File: src/rtl/adc_framer_pkg.sv
// adc_framer_pkg: shared constants and receive FSM state type for the ADC sample framer
package adc_framer_pkg;
    localparam int WORD_W_DEF = 21;
    localparam int CNT_W = $clog2(WORD_W_DEF + 2);
    typedef enum logic {IDLE, SHIFT} rx_state_t;
endpackage

File: src/rtl/sample_fifo.sv
// sample_fifo: synchronous word FIFO; the caller never pushes when full without a pop, nor pops when empty
module sample_fifo #(
    parameter int DEPTH = 4,
    parameter int WORD_W = 21
) (
    input  logic              clk,
    input  logic              rst,
    input  logic              push,
    input  logic              pop,
    input  logic [WORD_W-1:0] din,
    output logic [WORD_W-1:0] dout,
    output logic              full,
    output logic              empty
);
    localparam int AW = $clog2(DEPTH);
    localparam int CW = AW + 1;
    logic [WORD_W-1:0] mem [DEPTH];
    logic [AW-1:0] wp, rp;
    logic [CW-1:0] cnt;
    assign full = cnt == CW'(DEPTH);
    assign empty = cnt == '0;
    assign dout = mem[rp];
    // pointer and occupancy tracking; simultaneous push and pop leave the count unchanged
    always_ff @(posedge clk) begin
        if (rst) begin
            wp <= '0;
            rp <= '0;
            cnt <= '0;
        end else begin
            wp <= push ? wp + AW'(1) : wp;
            rp <= pop ? rp + AW'(1) : rp;
            cnt <= cnt + CW'(push) - CW'(pop);
        end
    end
    // storage array, written without reset since occupancy alone defines validity
    always_ff @(posedge clk) begin
        if (push) mem[wp] <= din;
    end
endmodule

File: src/rtl/adc_sample_framer.sv
// adc_sample_framer: deserializes the ADC bit stream into words and buffers them; ADC_PARITY_CHECK_EN adds an even-parity bit per frame
module adc_sample_framer
    import adc_framer_pkg::*;
#(
    parameter int DEPTH = 4,
    parameter int WORD_W = WORD_W_DEF
) (
    input  logic              clk,
    input  logic              GlobalReset,
    input  logic              sdi,
    input  logic              sdi_vld,
    input  logic              sfi,
    input  logic              drdyi,
    output logic [WORD_W-1:0] x_adc,
    output logic              srdyo_o,
    output logic              overflow_o,
    output logic              frame_err_o,
    output logic              parity_err_o
);
`ifdef ADC_PARITY_CHECK_EN
    localparam int FRAME_W = WORD_W + 1;
`else
    localparam int FRAME_W = WORD_W;
`endif
    rx_state_t state, state_n;
    logic [CNT_W-1:0] cnt, cnt_n;
    logic [FRAME_W-1:0] sh, sh_n;
    logic [WORD_W-1:0] word, dout;
    logic done, ferr, par_ok, push, pop, full, empty;
    // receive state, bit count and shift register
    always_ff @(posedge clk) begin
        if (GlobalReset) begin
            state <= IDLE;
            cnt <= '0;
            sh <= '0;
        end else begin
            state <= state_n;
            cnt <= cnt_n;
            sh <= sh_n;
        end
    end
    // next state: sfi always restarts a frame; the word completes as its last bit is shifted in
    always_comb begin
        state_n = state;
        cnt_n = cnt;
        sh_n = sh;
        done = 1'b0;
        ferr = 1'b0;
        if (sdi_vld && sfi) begin
            ferr = state == SHIFT;
            state_n = SHIFT;
            cnt_n = CNT_W'(1);
            sh_n = FRAME_W'(sdi);
        end else if (sdi_vld && state == SHIFT) begin
            sh_n = {sh[FRAME_W-2:0], sdi};
            cnt_n = cnt + CNT_W'(1);
            if (cnt == CNT_W'(FRAME_W - 1)) begin
                done = 1'b1;
                state_n = IDLE;
                cnt_n = '0;
            end
        end
    end
`ifdef ADC_PARITY_CHECK_EN
    assign word = sh_n[FRAME_W-1:1];
    assign par_ok = ~^sh_n;
`else
    assign word = sh_n;
    assign par_ok = 1'b1;
`endif
    assign pop = ~empty & drdyi;
    assign push = done & par_ok & (~full | pop);
    sample_fifo #(.DEPTH(DEPTH), .WORD_W(WORD_W)) u_fifo (
        .clk(clk),
        .rst(GlobalReset),
        .push(push),
        .pop(pop),
        .din(word),
        .dout(dout),
        .full(full),
        .empty(empty)
    );
    // output register, strobe and status flags
    always_ff @(posedge clk) begin
        if (GlobalReset) begin
            x_adc <= '0;
            srdyo_o <= 1'b0;
            overflow_o <= 1'b0;
            frame_err_o <= 1'b0;
            parity_err_o <= 1'b0;
        end else begin
            x_adc <= pop ? dout : x_adc;
            srdyo_o <= pop;
            overflow_o <= overflow_o | (done & par_ok & full & ~pop);
            frame_err_o <= ferr;
            parity_err_o <= done & ~par_ok;
        end
    end
endmodule
File: config.mk
export PLATFORM = sky130hd
export DESIGN_NAME = adc_sample_framer
export DESIGN_NICKNAME = d
export VERILOG_FILES = /design/src/rtl/adc_framer_pkg.sv /design/src/rtl/sample_fifo.sv /design/src/rtl/adc_sample_framer.sv
export SDC_FILE = /design/constraint.sdc
export NUM_CORES = 1
export LEC_CHECK = 0
export ABC_AREA = 1
export BUFFER_PORTS_ARGS = -buffer_cell sky130_fd_sc_hd__buf_2
export CAP_MARGIN = 20
export CORE_UTILIZATION = 40
export CTS_CLUSTER_DIAMETER = 30
export CTS_CLUSTER_SIZE = 28
export DETAILED_ROUTE_END_ITERATION = 12
export GPL_TIMING_DRIVEN = 0
export PLACE_DENSITY = 0.54
export SYNTH_ARGS = -nofsm -noshare
export SYNTH_HDL_FRONTEND = slang
export SYNTH_SLANG_ARGS = --single-unit
File: constraint.sdc
create_clock -name clk -period 7.7 [get_ports clk]
set_clock_uncertainty 0.15 [all_clocks]
set_input_delay 0 -clock clk [delete_from_list [all_inputs] [get_ports clk]]
set_output_delay 0 -clock clk [all_outputs]
set_load 0.03 [all_outputs]
==> summary.md <==
| Metric | Value |
|---|---|
| Maxcap violations | `0` |
| I/O pin total | `31` |
| Die height | `~120 um` |
| Clk sinks | `roughly 140` |
| Initial antenna violation count | `0` |
| Die Width | `~120 um` |
| Clk Latency, worst-skew pair | `around 0.42 ns` |
| Area leader, netlist | `edfxtp_1` |
| Post-synth top area share | `0.445` |
| Cells after synthesis | `535` |
| Worst Hold Class | `reg2reg` |
| Root Buffer | `clkbuf_16` |
| Vias in the first global route | `around 3800` |
| Fin area | `6750 um^2` |
| Lkg Pwr | `roughly 2.6 nW` |
| Net Sw Power | `around 0.66 mW` |
| Post-synth design cell area | `approximately 5700 um^2` |
| NumNets Final | `slightly above 600` |
| FFs w/ async S/R, synth | `0` |
| Number of gates resized after CTS | `0` |
| Sum of negative setup slack | `0 ns` |
| Wirelength per Cell | `between 15 and 20 um` |
| Power density cells | `between 300 and 400 nW/um^2` |
| Most frequent cells in the layout | `nor2_1 (143), edfxtp_1 (84), o21ai_0 (59)` |
| Final Setup Violations | `0` |
| Total Wirelength | `between 10 and 15 mm` |
| H-tree level count | `4` |
| CP max stage delay | `0.56 ns` |
| P&R area growth vs syn | `19.2%` |
| Clock tree buffer depth | `2` |
| Slew headroom | `0.513` |
| Port buffer count | `29` |
| Logic pwr share | `0.229` |
| Crit path max-delay family | `simple AND/OR/NAND/NOR gates` |
| Final Hold Viols | `0` |
| Slowest CP cell | `nor2_2` |
| Yosys Warn Count | `0` |
| Synthesized Nets | `550` |
| Critical path arrival | `roughly 2.4 ns` |
| GPL Wtd Cong | `slightly below 0.8` |
| Actual slew at the worst max-slew pin | `between 0.7 and 0.8 ns` |
| Antenna Nets Post-Route | `0` |
| First-pass GRT wire length | `~20 mm` |
| Crit-path cells | `inv_1 -> ha_1 -> nand2_1 -> nor2_4 -> nand3_2 -> nor2_4 -> inv_2 -> nor2_2 -> buf_8` |
| Critical path required time | `between 7 and 8 ns` |
| Top_reg_cell synth | `edfxtp_1` |
| Crit Path Class | `reg2reg` |
| Grt ovf | `0` |
| Final Max Tran Viols | `0` |
| Kind of end point of the critical path | `register` |
| Unrepaired setup endpoints after global routing | `false` |
| TritonCTS clock tree | `yes` |
| Router iterations before antenna repair | `5` |
| Sequential share of power | `0.409` |
| Sw Share | `0.303` |
| DR iter-0 viols | `about 260` |
| Max Fclk | `about 0.42 GHz` |
| Post-synth cell types | `34` |
| Cell Rows | `43` |
| GRT Overall Usage | `0.183` |
| Post-route minimum period | `roughly 2.4 ns` |
| DRC Markers | `0` |
| Post-synthesis sequential area ratio | `0.650` |
| # fillers | `~1200` |
| FF+latch count, synth | `142` |
| Drt via density | `between 4 and 5` |
| Power Internal | `between 1.5 and 2 mW` |
| Worst-path maximum fanout | `11` |
| Tcrit/Tclk final | `0.309` |
| HPWL after DPL | `8.18 mm` |
| Diodes inserted | `0` |
| Largest net degree at the start of global routing | `17` |
| Syn avg cell area | `approximately 11 um^2` |
| Initial Utilization | `0.410` |
| Util after Layout | `0.488` |
| Core Region | `approximately 14000 um^2` |
| DIE AREA | `roughly 15000 um^2` |
| Critical path buffer and inverter count | `3` |
| Worst Hold Slack | `0.321 ns` |
| Layout cells sized above 1 | `0.181` |
| Clock power share | `0.362` |
| Most common cell after layout, fill and taps aside | `nor2_1` |
| Via count | `3907` |
| Synth top area cells | `edfxtp_1 (45%), dfxtp_1 (20%), nor2_1 (9.7%)` |
| Cell mode on critical path | `nor2_4` |
| Peak supply drop | `0.144 mV` |
| Post-synth EDFFs | `84` |
| Cts bufs inserted | `17` |
| CP Launch Type | `register` |
| Outcome | `complete, no violations` |
| Post-DP Area | `between 6000 and 7000 um^2` |
| Clk slew on worst S/H paths | `0.05 ns` |
==> worst min-delay path, stage by stage (launching register included) <==
cell and delay [ns]:
dfxtp_1 0.32, nor2_1 0.05, nor2_1 0.07
==> layout make-up <==
cell class	instances	area, um^2	share of cell area
tap	180	225	0.0334
clock buffer	25	475	0.0704
multi-input combinational	329	1650	0.244
clock inverter	7	87.6	0.0130
timing repair buffer	40	288	0.0426
buffer	32	220	0.0326
sequential	142	3680	0.546
inverter	32	123	0.0182
==> metal layers <==
metal	routed length [um]	vias to the layer above	part of all wire	global-route usage
met5	0	-	0	0
li1	-	1967	-	-
met1	5850	1853	0.48	0.240
met4	168	0	0.014	0.0756
met2	5720	73	0.47	0.292
met3	410	14	0.034	0.0428
==> path summary, 6_finish.rpt <==
path	from	to	slack (ns)	cells after the start
worst max-delay path	cnt[0]	u_fifo.mem[3][14]	5.32	9
worst min-delay path	overflow_o	overflow_o	0.32	2
worst max register to register	cnt[0]	u_fifo.mem[3][14]	5.32	9
worst min register to register	overflow_o	overflow_o	0.32	2
==> synthesized netlist by cell type (2+ instances only) <==
| cell type | number |
|---|---|
| o21ai_0 | 59 |
| o22ai_1 | 21 |
| nand2_1 | 16 |
| nor4_1 | 16 |
| nand2_2 | 4 |
| edfxtp_1 | 84 |
| nor2_4 | 2 |
| dfxtp_1 | 58 |
| inv_1 | 27 |
| ha_1 | 8 |
| a21oi_1 | 4 |
| nand3_1 | 3 |
| nand4_1 | 3 |
| buf_4 | 4 |
| buf_6 | 9 |
| nor3_1 | 24 |
| buf_2 | 14 |
| inv_2 | 4 |
| nor2_2 | 2 |
| nor2_1 | 147 |
| o21ai_1 | 7 |
| clkbuf_1 | 4 |
| nor4_2 | 4 |
==> sequential cells by signal (all words and copies together) (netlist names), 2 cells and up <==
register    flops
x_adc          21
sh             21
u_fifo.mem     84
u_fifo.wp       2
cnt             5
u_fifo.rp       2
u_fifo.cnt      3
==> power groups by stage <==
stage	registers [mW]	logic (mW)	clock network, mW
after detailed placement	0.905	0.499	0
final	0.890	0.497	0.786
after CTS	0.890	0.503	0.800
after global routing	0.898	0.560	0.832
after floorplan	0.986	0.278	0
after global placement	0.902	0.493	0
==> per-stage QoR <==
stage                     power [mW]  setup WS [ns]  instances
final                           2.17           5.32        787
after detailed placement        1.40           5.29        748
after global routing            2.29           5.13        787
after global placement          1.40           4.35        744
after floorplan                 1.26           5.27        535
after CTS                       2.19           5.28        787
==> logic make-up (layout without fill, tap and decap cells) <==
kind of cell / after synthesis / in the layout / share of synthesized area
flops: 142 / 142 / 0.650
fa+ha+maj: 9 / 9 / 0.0212
other cells: 1 / 1 / 0.000662
simple gates: 226 / 226 / 0.180
buf+inv: 64 / 136 / 0.0605
compound gates: 93 / 93 / 0.0877
==> repair_timing <==
item / in CTS / in global routing
setup buffers: 0 / 0
hold endpoints to repair: 30 / 0
hold buffers: 7 / 0
(Power assumes the default switching activity.)
